$ cat src/rtl/fft_spectrum_frame_ctrl.sv
// Frame sequencer around the FFT-modulus sync FIFO: arms on start, captures one
// SOF-aligned spectrum frame, replays it with index/last, and flushes on resync or abort.
`timescale 1ns/1ps
module fft_spectrum_frame_ctrl #(
  parameter int FRAME_LEN = 1024,
  parameter int DATA_W    = 73,
  parameter int IDX_W     = 11
) (
  input  logic              clk,
  input  logic              rst,
  input  logic              start,
  input  logic              abort,
  input  logic              cfg_continuous,
  input  logic              s_valid,
  input  logic              s_sof,
  input  logic [DATA_W-1:0] s_data,
  output logic              fifo_wr_en,
  output logic [DATA_W-1:0] fifo_wr_data,
  input  logic              fifo_wr_full,
  output logic              fifo_rd_en,
  input  logic [DATA_W-1:0] fifo_rd_data,
  input  logic              fifo_rd_empty,
  output logic              m_valid,
  input  logic              m_ready,
  output logic [DATA_W-1:0] m_data,
  output logic [IDX_W-1:0]  m_index,
  output logic              m_last,
  output logic              busy,
  output logic              frame_done,
  output logic              err_overflow,
  output logic              err_sync,
  output logic [2:0]        dbg_state
);

  typedef enum logic [2:0] {
    ST_IDLE    = 3'd0,
    ST_ARM     = 3'd1,
    ST_CAPTURE = 3'd2,
    ST_READOUT = 3'd3,
    ST_FLUSH   = 3'd4
  } state_t;

  localparam logic [IDX_W-1:0] LP_LAST = IDX_W'(FRAME_LEN - 1);

  if (FRAME_LEN < 2 || FRAME_LEN > 2047 || FRAME_LEN >= (1 << IDX_W)) begin : g_bad_frame_len
    $error("FRAME_LEN must lie in 2..2047 and fit in IDX_W bits");
  end

  state_t              r_state;
  state_t              w_state_next;
  logic [IDX_W-1:0]    r_acc_cnt;
  logic [IDX_W-1:0]    r_wr_cnt;
  logic [IDX_W-1:0]    r_rd_cnt;
  logic                r_inflight;
  logic                r_m_valid;
  logic [DATA_W-1:0]   r_m_data;
  logic [IDX_W-1:0]    r_m_index;
  logic                r_m_last;
  logic                r_frame_done;
  logic                r_err_overflow;
  logic                r_err_sync;
  logic                r_flush_to_arm;

  logic w_wr_en;
  logic w_rd_en;
  logic w_hs;
  logic w_drain_idle;
  logic w_start_ok;
  logic w_sof_arm;
  logic w_beat;
  logic w_resync;
  logic w_load;
  logic w_frame_end;
  logic w_flush_exit;
  logic w_abort_go;

  // Output handshake: a beat transfers on a clk edge where m_valid && m_ready;
  // m_data/m_index/m_last hold while m_valid && !m_ready, and m_valid drops only
  // after a transfer or on abort.
  assign w_hs         = r_m_valid && m_ready;
  assign w_drain_idle = fifo_rd_empty && !r_inflight;
  assign w_load       = (r_state == ST_READOUT) && r_inflight;

  always_ff @(posedge clk) begin
    if (rst) begin
      r_state <= ST_IDLE;
    end else begin
      r_state <= w_state_next;
    end
  end

  always_comb begin
    w_state_next = r_state;
    w_wr_en      = 1'b0;
    w_rd_en      = 1'b0;
    w_start_ok   = 1'b0;
    w_sof_arm    = 1'b0;
    w_beat       = 1'b0;
    w_resync     = 1'b0;
    w_frame_end  = 1'b0;
    w_flush_exit = 1'b0;
    w_abort_go   = 1'b0;
    case (r_state)
      ST_IDLE: begin
        if (start) begin
          w_start_ok   = 1'b1;
          w_state_next = ST_ARM;
        end
      end
      ST_ARM: begin
        if (s_valid && s_sof) begin
          w_sof_arm    = 1'b1;
          w_wr_en      = !fifo_wr_full;
          w_state_next = ST_CAPTURE;
        end
      end
      ST_CAPTURE: begin
        if (s_valid) begin
          if (s_sof) begin
            w_resync     = 1'b1;
            w_state_next = ST_FLUSH;
          end else begin
            w_beat  = 1'b1;
            w_wr_en = !fifo_wr_full;
            if (r_acc_cnt == LP_LAST) begin
              w_state_next = ST_READOUT;
            end
          end
        end
      end
      ST_READOUT: begin
        if (r_wr_cnt == '0) begin
          w_frame_end  = 1'b1;
          w_state_next = cfg_continuous ? ST_ARM : ST_IDLE;
        end else begin
          w_rd_en = !r_inflight && (!r_m_valid || m_ready) && (r_rd_cnt < r_wr_cnt) && !fifo_rd_empty;
          if (w_hs && r_m_last) begin
            w_frame_end  = 1'b1;
            w_state_next = cfg_continuous ? ST_ARM : ST_IDLE;
          end
        end
      end
      ST_FLUSH: begin
        w_rd_en = !fifo_rd_empty;
        if (w_drain_idle) begin
          w_flush_exit = 1'b1;
          w_state_next = r_flush_to_arm ? ST_ARM : ST_IDLE;
        end
      end
      default: w_state_next = ST_IDLE;
    endcase
    // Abort overrides every other action once the controller is active.
    if (abort && r_state != ST_IDLE) begin
      w_abort_go   = 1'b1;
      w_wr_en      = 1'b0;
      w_rd_en      = 1'b0;
      w_state_next = w_drain_idle ? ST_IDLE : ST_FLUSH;
    end
  end

  always_ff @(posedge clk) begin
    if (rst) begin
      r_acc_cnt      <= '0;
      r_wr_cnt       <= '0;
      r_rd_cnt       <= '0;
      r_inflight     <= 1'b0;
      r_m_valid      <= 1'b0;
      r_m_data       <= '0;
      r_m_index      <= '0;
      r_m_last       <= 1'b0;
      r_frame_done   <= 1'b0;
      r_err_overflow <= 1'b0;
      r_err_sync     <= 1'b0;
      r_flush_to_arm <= 1'b0;
    end else begin
      r_frame_done <= 1'b0;
      r_inflight   <= w_rd_en;
      if (w_abort_go) begin
        r_m_valid      <= 1'b0;
        r_m_last       <= 1'b0;
        r_flush_to_arm <= 1'b0;
        if (w_drain_idle) begin
          r_acc_cnt <= '0;
          r_wr_cnt  <= '0;
          r_rd_cnt  <= '0;
        end
      end else begin
        if (w_start_ok) begin
          r_err_overflow <= 1'b0;
          r_err_sync     <= 1'b0;
        end
        if (w_sof_arm) begin
          r_acc_cnt <= IDX_W'(1);
          r_wr_cnt  <= fifo_wr_full ? '0 : IDX_W'(1);
          if (fifo_wr_full) begin
            r_err_overflow <= 1'b1;
          end
        end
        if (w_beat) begin
          r_acc_cnt <= r_acc_cnt + 1'b1;
          if (fifo_wr_full) begin
            r_err_overflow <= 1'b1;
          end else begin
            r_wr_cnt <= r_wr_cnt + 1'b1;
          end
        end
        if (w_resync) begin
          r_err_sync     <= 1'b1;
          r_flush_to_arm <= 1'b1;
        end
        if (w_load) begin
          r_m_data  <= fifo_rd_data;
          r_m_valid <= 1'b1;
          r_m_index <= r_rd_cnt;
          r_m_last  <= (r_rd_cnt == r_wr_cnt - 1'b1);
          r_rd_cnt  <= r_rd_cnt + 1'b1;
        end else if (w_hs) begin
          r_m_valid <= 1'b0;
        end
        if (w_frame_end) begin
          r_frame_done <= 1'b1;
          r_m_last     <= 1'b0;
          r_acc_cnt    <= '0;
          r_wr_cnt     <= '0;
          r_rd_cnt     <= '0;
        end
        if (w_flush_exit) begin
          r_acc_cnt <= '0;
          r_wr_cnt  <= '0;
          r_rd_cnt  <= '0;
        end
      end
    end
  end

  assign fifo_wr_en   = w_wr_en;
  assign fifo_wr_data = s_data;
  assign fifo_rd_en   = w_rd_en;
  assign m_valid      = r_m_valid;
  assign m_data       = r_m_data;
  assign m_index      = r_m_index;
  assign m_last       = r_m_last;
  assign busy         = (r_state != ST_IDLE);
  assign frame_done   = r_frame_done;
  assign err_overflow = r_err_overflow;
  assign err_sync     = r_err_sync;
  assign dbg_state    = r_state;

endmodule

$ cat config.mk
export PLATFORM = sky130hd
export DESIGN_NAME = fft_spectrum_frame_ctrl
export DESIGN_NICKNAME = d
export VERILOG_FILES = /design/src/rtl/fft_spectrum_frame_ctrl.sv
export SDC_FILE = /design/constraint.sdc
export NUM_CORES = 1
export LEC_CHECK = 0
export CAP_MARGIN = 20
export CORE_MARGIN = 2
export CORE_UTILIZATION = 40
export DETAILED_ROUTE_END_ITERATION = 6
export PLACE_DENSITY = 0.81
export SLEW_MARGIN = 15
export SYNTH_ARGS = -nofsm -noshare
export SYNTH_HDL_FRONTEND = slang
export SYNTH_SLANG_ARGS = --single-unit
$ cat constraint.sdc
create_clock -name clk -period 3.3 [get_ports clk]
set_clock_uncertainty 0.15 [all_clocks]
set_input_delay 0.825 -clock clk [delete_from_list [all_inputs] [get_ports clk]]
set_output_delay 0.825 -clock clk [all_outputs]
set_load 0.01 [all_outputs]
==> results.md <==
* Worst-path fanout max at 2
* Detailed Route WL at 17000 um
* Filler cells at 1418
* Number of rows created at floorplan at 45
* Area enclosed by the die boundary at 16860 um2
* Cts-stage hold buffer count at 0
* Run status: completed
* Worst path cell trace: inv_1 > ha_1 > nor2b_1 > o21a_1 > o211ai_1 > a21oi_2 > a2bb2oi_2 > nor3_2 > buf_2
* Share of final-layout standard cells stronger than drive strength 1 at 11.56%
* Arrival time reported for the critical path endpoint at 2.23 ns
* Crit. End Element: output port
* CP max-delay cell: dfxtp_1
* Part of the Yosys area used for sequential elements at 40.14%
* Pin slew with the least headroom to its limit at 0.8615 ns
* Clock tree from TritonCTS: built
* Final net count at 1101
* Total congestion overflow at 0
* PwrDens at 459.5 nW/um2
* Most common cell after layout, fill and taps aside: nand2_1
* Post-DP HPWL at 11960 um
* RSZ-0062 raised after global routing: false
* Clock transition at the registers of the reported paths at 0.06 ns
* Share of flip-flops with an asynchronous set or reset after synthesis at 0%
* Root Driver: clkbuf_16
* Highest attainable clock frequency at 0.3119 GHz
* Cell type with the largest total area after synthesis: dfxtp_1
* Diodes inserted at 0
* Distinct cell type count of the synthesized netlist at 64
* Floorplan die width at 129.8 um
* Initial Util at 41.36%
* Vias at 5785
* First-pass GRT wire length at 26590 um
* Share of the synthesized area in the top cell type at 40.14%
* First-pass iteration count of the detailed router at 6
* CP bufs+invs at 2
* Leakage at 3.132 nW
* Remaining routing DRC violations at 0
* Number of flops mapped to enable cells by yosys at 0
* Synth Instances at 806
* Chip height at 129.8 um
* Initial antenna violation count at 0
* Clk Latency, worst-skew pair at 0.41 ns
* Synthesized area per cell at 7.858 um2
* Post-Syn Area at 6334 um2
* H-tree Lvls at 4
* Count of maximum capacitance violations at 0
* Detailed router's first-iteration violation count at 288
* Main flop type after synthesis: dfxtp_1
* Highest-count cells in the layout ignoring fill and taps: nand2_1, clkdlybuf4s50_1, dfxtp_1
* Number of global-route vias before repair at 5428
* Number of input and output port buffers inserted at 177
* Max incr delay on CP at 0.33 ns
* Syn_nets at 977
* Number of CTS-inserted buffers at 17
* Number of primary I/O pins at 324
* CTS Sinks at 127
* Total of flip-flops plus latches after synthesis at 127
* Critical Path Source Type: flip-flop
* Maximum number of pins on one net before global-route repair at 88
* CP Data Required Time at 2.32 ns
* Critical path start-end classification: flip-flop to output port
* Detail-routed net length per standard cell at 14.73 um
* Core box area at 15310 um2
* Fin crit period at 3.207 ns
* Seq. cell area at 2542 um2
* Max rail drop VDD at 0.3905 mV
* Maximum number of buffers from clock root to sink at 2
* Multi-input gate area in the final layout at 3015 um2
* Final setup slack of the worst path at 0.09335 ns
* Type of the most critical hold path: flip-flop to flip-flop
* Delay-heaviest family, CP: compound AO/OA/AOI/OAI gates
* Share of the cycle needed by the critical path after routing at 97.17%
* Sum of negative setup slack at 0 ns
* Area growth from synthesis to final layout at 37.46%
* Dominant cells by area after synthesis: dfxtp_1, nand2_1, buf_4
* Number of setup violations in the final report at 0
* Hold violation total from the final report at 0
* Final Wtd Congestion at 0.9075
* Worst slew margin relative to its limit at 42.04%
* Final Max Tran Viols at 0
* Mean number of vias per cell at 5.013
* Residual antenna-violating net count after detailed routing at 0
* Global-route total usage across every layer at 19.67%
* Post-place setup slack at -0.3505 ns
* Yosys synthesis warning count at 0
[what timing repair did]
action | in CTS | in global routing
pin swaps | 5 | 5
resized for setup | 12 | 6
setup buffers | 1 | 0
setup endpoints to repair | 2 | 2
[worst paths after layout]
check	startpoint	endpoint	slack [ns]	depth (start not counted)
max	r_wr_cnt[1]	fifo_rd_en	0.09	9
min	m_data[55]	m_data[55]	0.30	2
max reg2reg	r_wr_cnt[0]	r_wr_cnt[5]	0.63	10
min reg2reg	m_data[55]	m_data[55]	0.30	2
[flip-flops by register name, indices dropped and copies added (netlist names)]
register,flops
r_rd_cnt,11
r_acc_cnt,11
m_last,1
err_sync,1
m_index,11
r_flush_to_arm,1
frame_done,1
err_overflow,1
m_data,73
r_inflight,1
dbg_state,3
r_wr_cnt,11
m_valid,1
[metrics by stage]
| stage | hold WS, ns | instance area (um2) | total power, W | utilization, % | instances |
|---|---|---|---|---|---|
| floorplan | 0.2906 | 6334 | 0.001890 | - | 806 |
| global placement | 0.2902 | 8020 | 0.002004 | 52.37 | 1121 |
| detailed placement | 0.2955 | 8020 | 0.002007 | 52.37 | 1121 |
| CTS | 0.3034 | 8696 | 0.004032 | 56.78 | 1154 |
| global route | 0.3197 | 8706 | 0.004140 | 56.85 | 1154 |
| finish | 0.3006 | 8706 | 0.004000 | 56.85 | 1154 |
[Yosys cell counts (all sizes together), types with 9 or more instances]
master  instances
a21oi         109
a311oi          9
and3           14
buf            86
clkbuf         39
dfxtp         127
ha             15
inv            17
nand2         200
nor2           31
nor3           13
o21ai          20
xnor2          13
xor2            9
[cell families (layout without fill, tap and decap cells)]
kind of cell / count (synthesis) / count (layout) / share of synthesized area, %
xor gates and xnor gates: 22 / 22 / 3.042
adders and majority gates: 15 / 15 / 2.963
DFF: 127 / 127 / 40.14
buffers and inverters: 142 / 279 / 13.16
AOI/OAI and AO/OA: 181 / 181 / 17.70
and+or+nand+nor: 319 / 319 / 23.00
[worst reg2reg max path, stage by stage, from the launching register on]
cell and delay, ns:
dfxtp_1 0.31, inv_1 0.10, ha_1 0.18, buf_4 0.13, or4b_1 0.48, o41ai_4 0.34, a21boi_2 0.17, a21oi_4 0.28
buf_4 0.19, o22ai_1 0.08, a21o_1 0.19
[layout make-up]
cell class                 count  area share (%)
sequential                   127           29.20
tap                          211           3.032
timing repair buffer         230           25.06
inverter                      17          0.7330
clock buffer                  20           5.246
clock inverter                12           2.084
multi-input combinational    537           34.64
[metal layers]
metal / vias up / track usage [%] / part of all wire (%)
met1: 2651 / 23.54 / 42
met5: - / 0 / 0
li1: 2910 / - / -
met4: 0 / 8.349 / 2.5
met3: 41 / 5.699 / 6.3
met2: 183 / 33.05 / 49
[where the power goes]
part | internal (W) | switching [W] | leakage (nW)
logic | 0.000224 | 0.000210 | 1.81
registers | 0.00154 | 0.0000108 | 1.02
clock network | 0.00131 | 0.000703 | 0.300
total | 0.00308 | 0.000924 | 3.13
(Power assumes the default switching activity.)
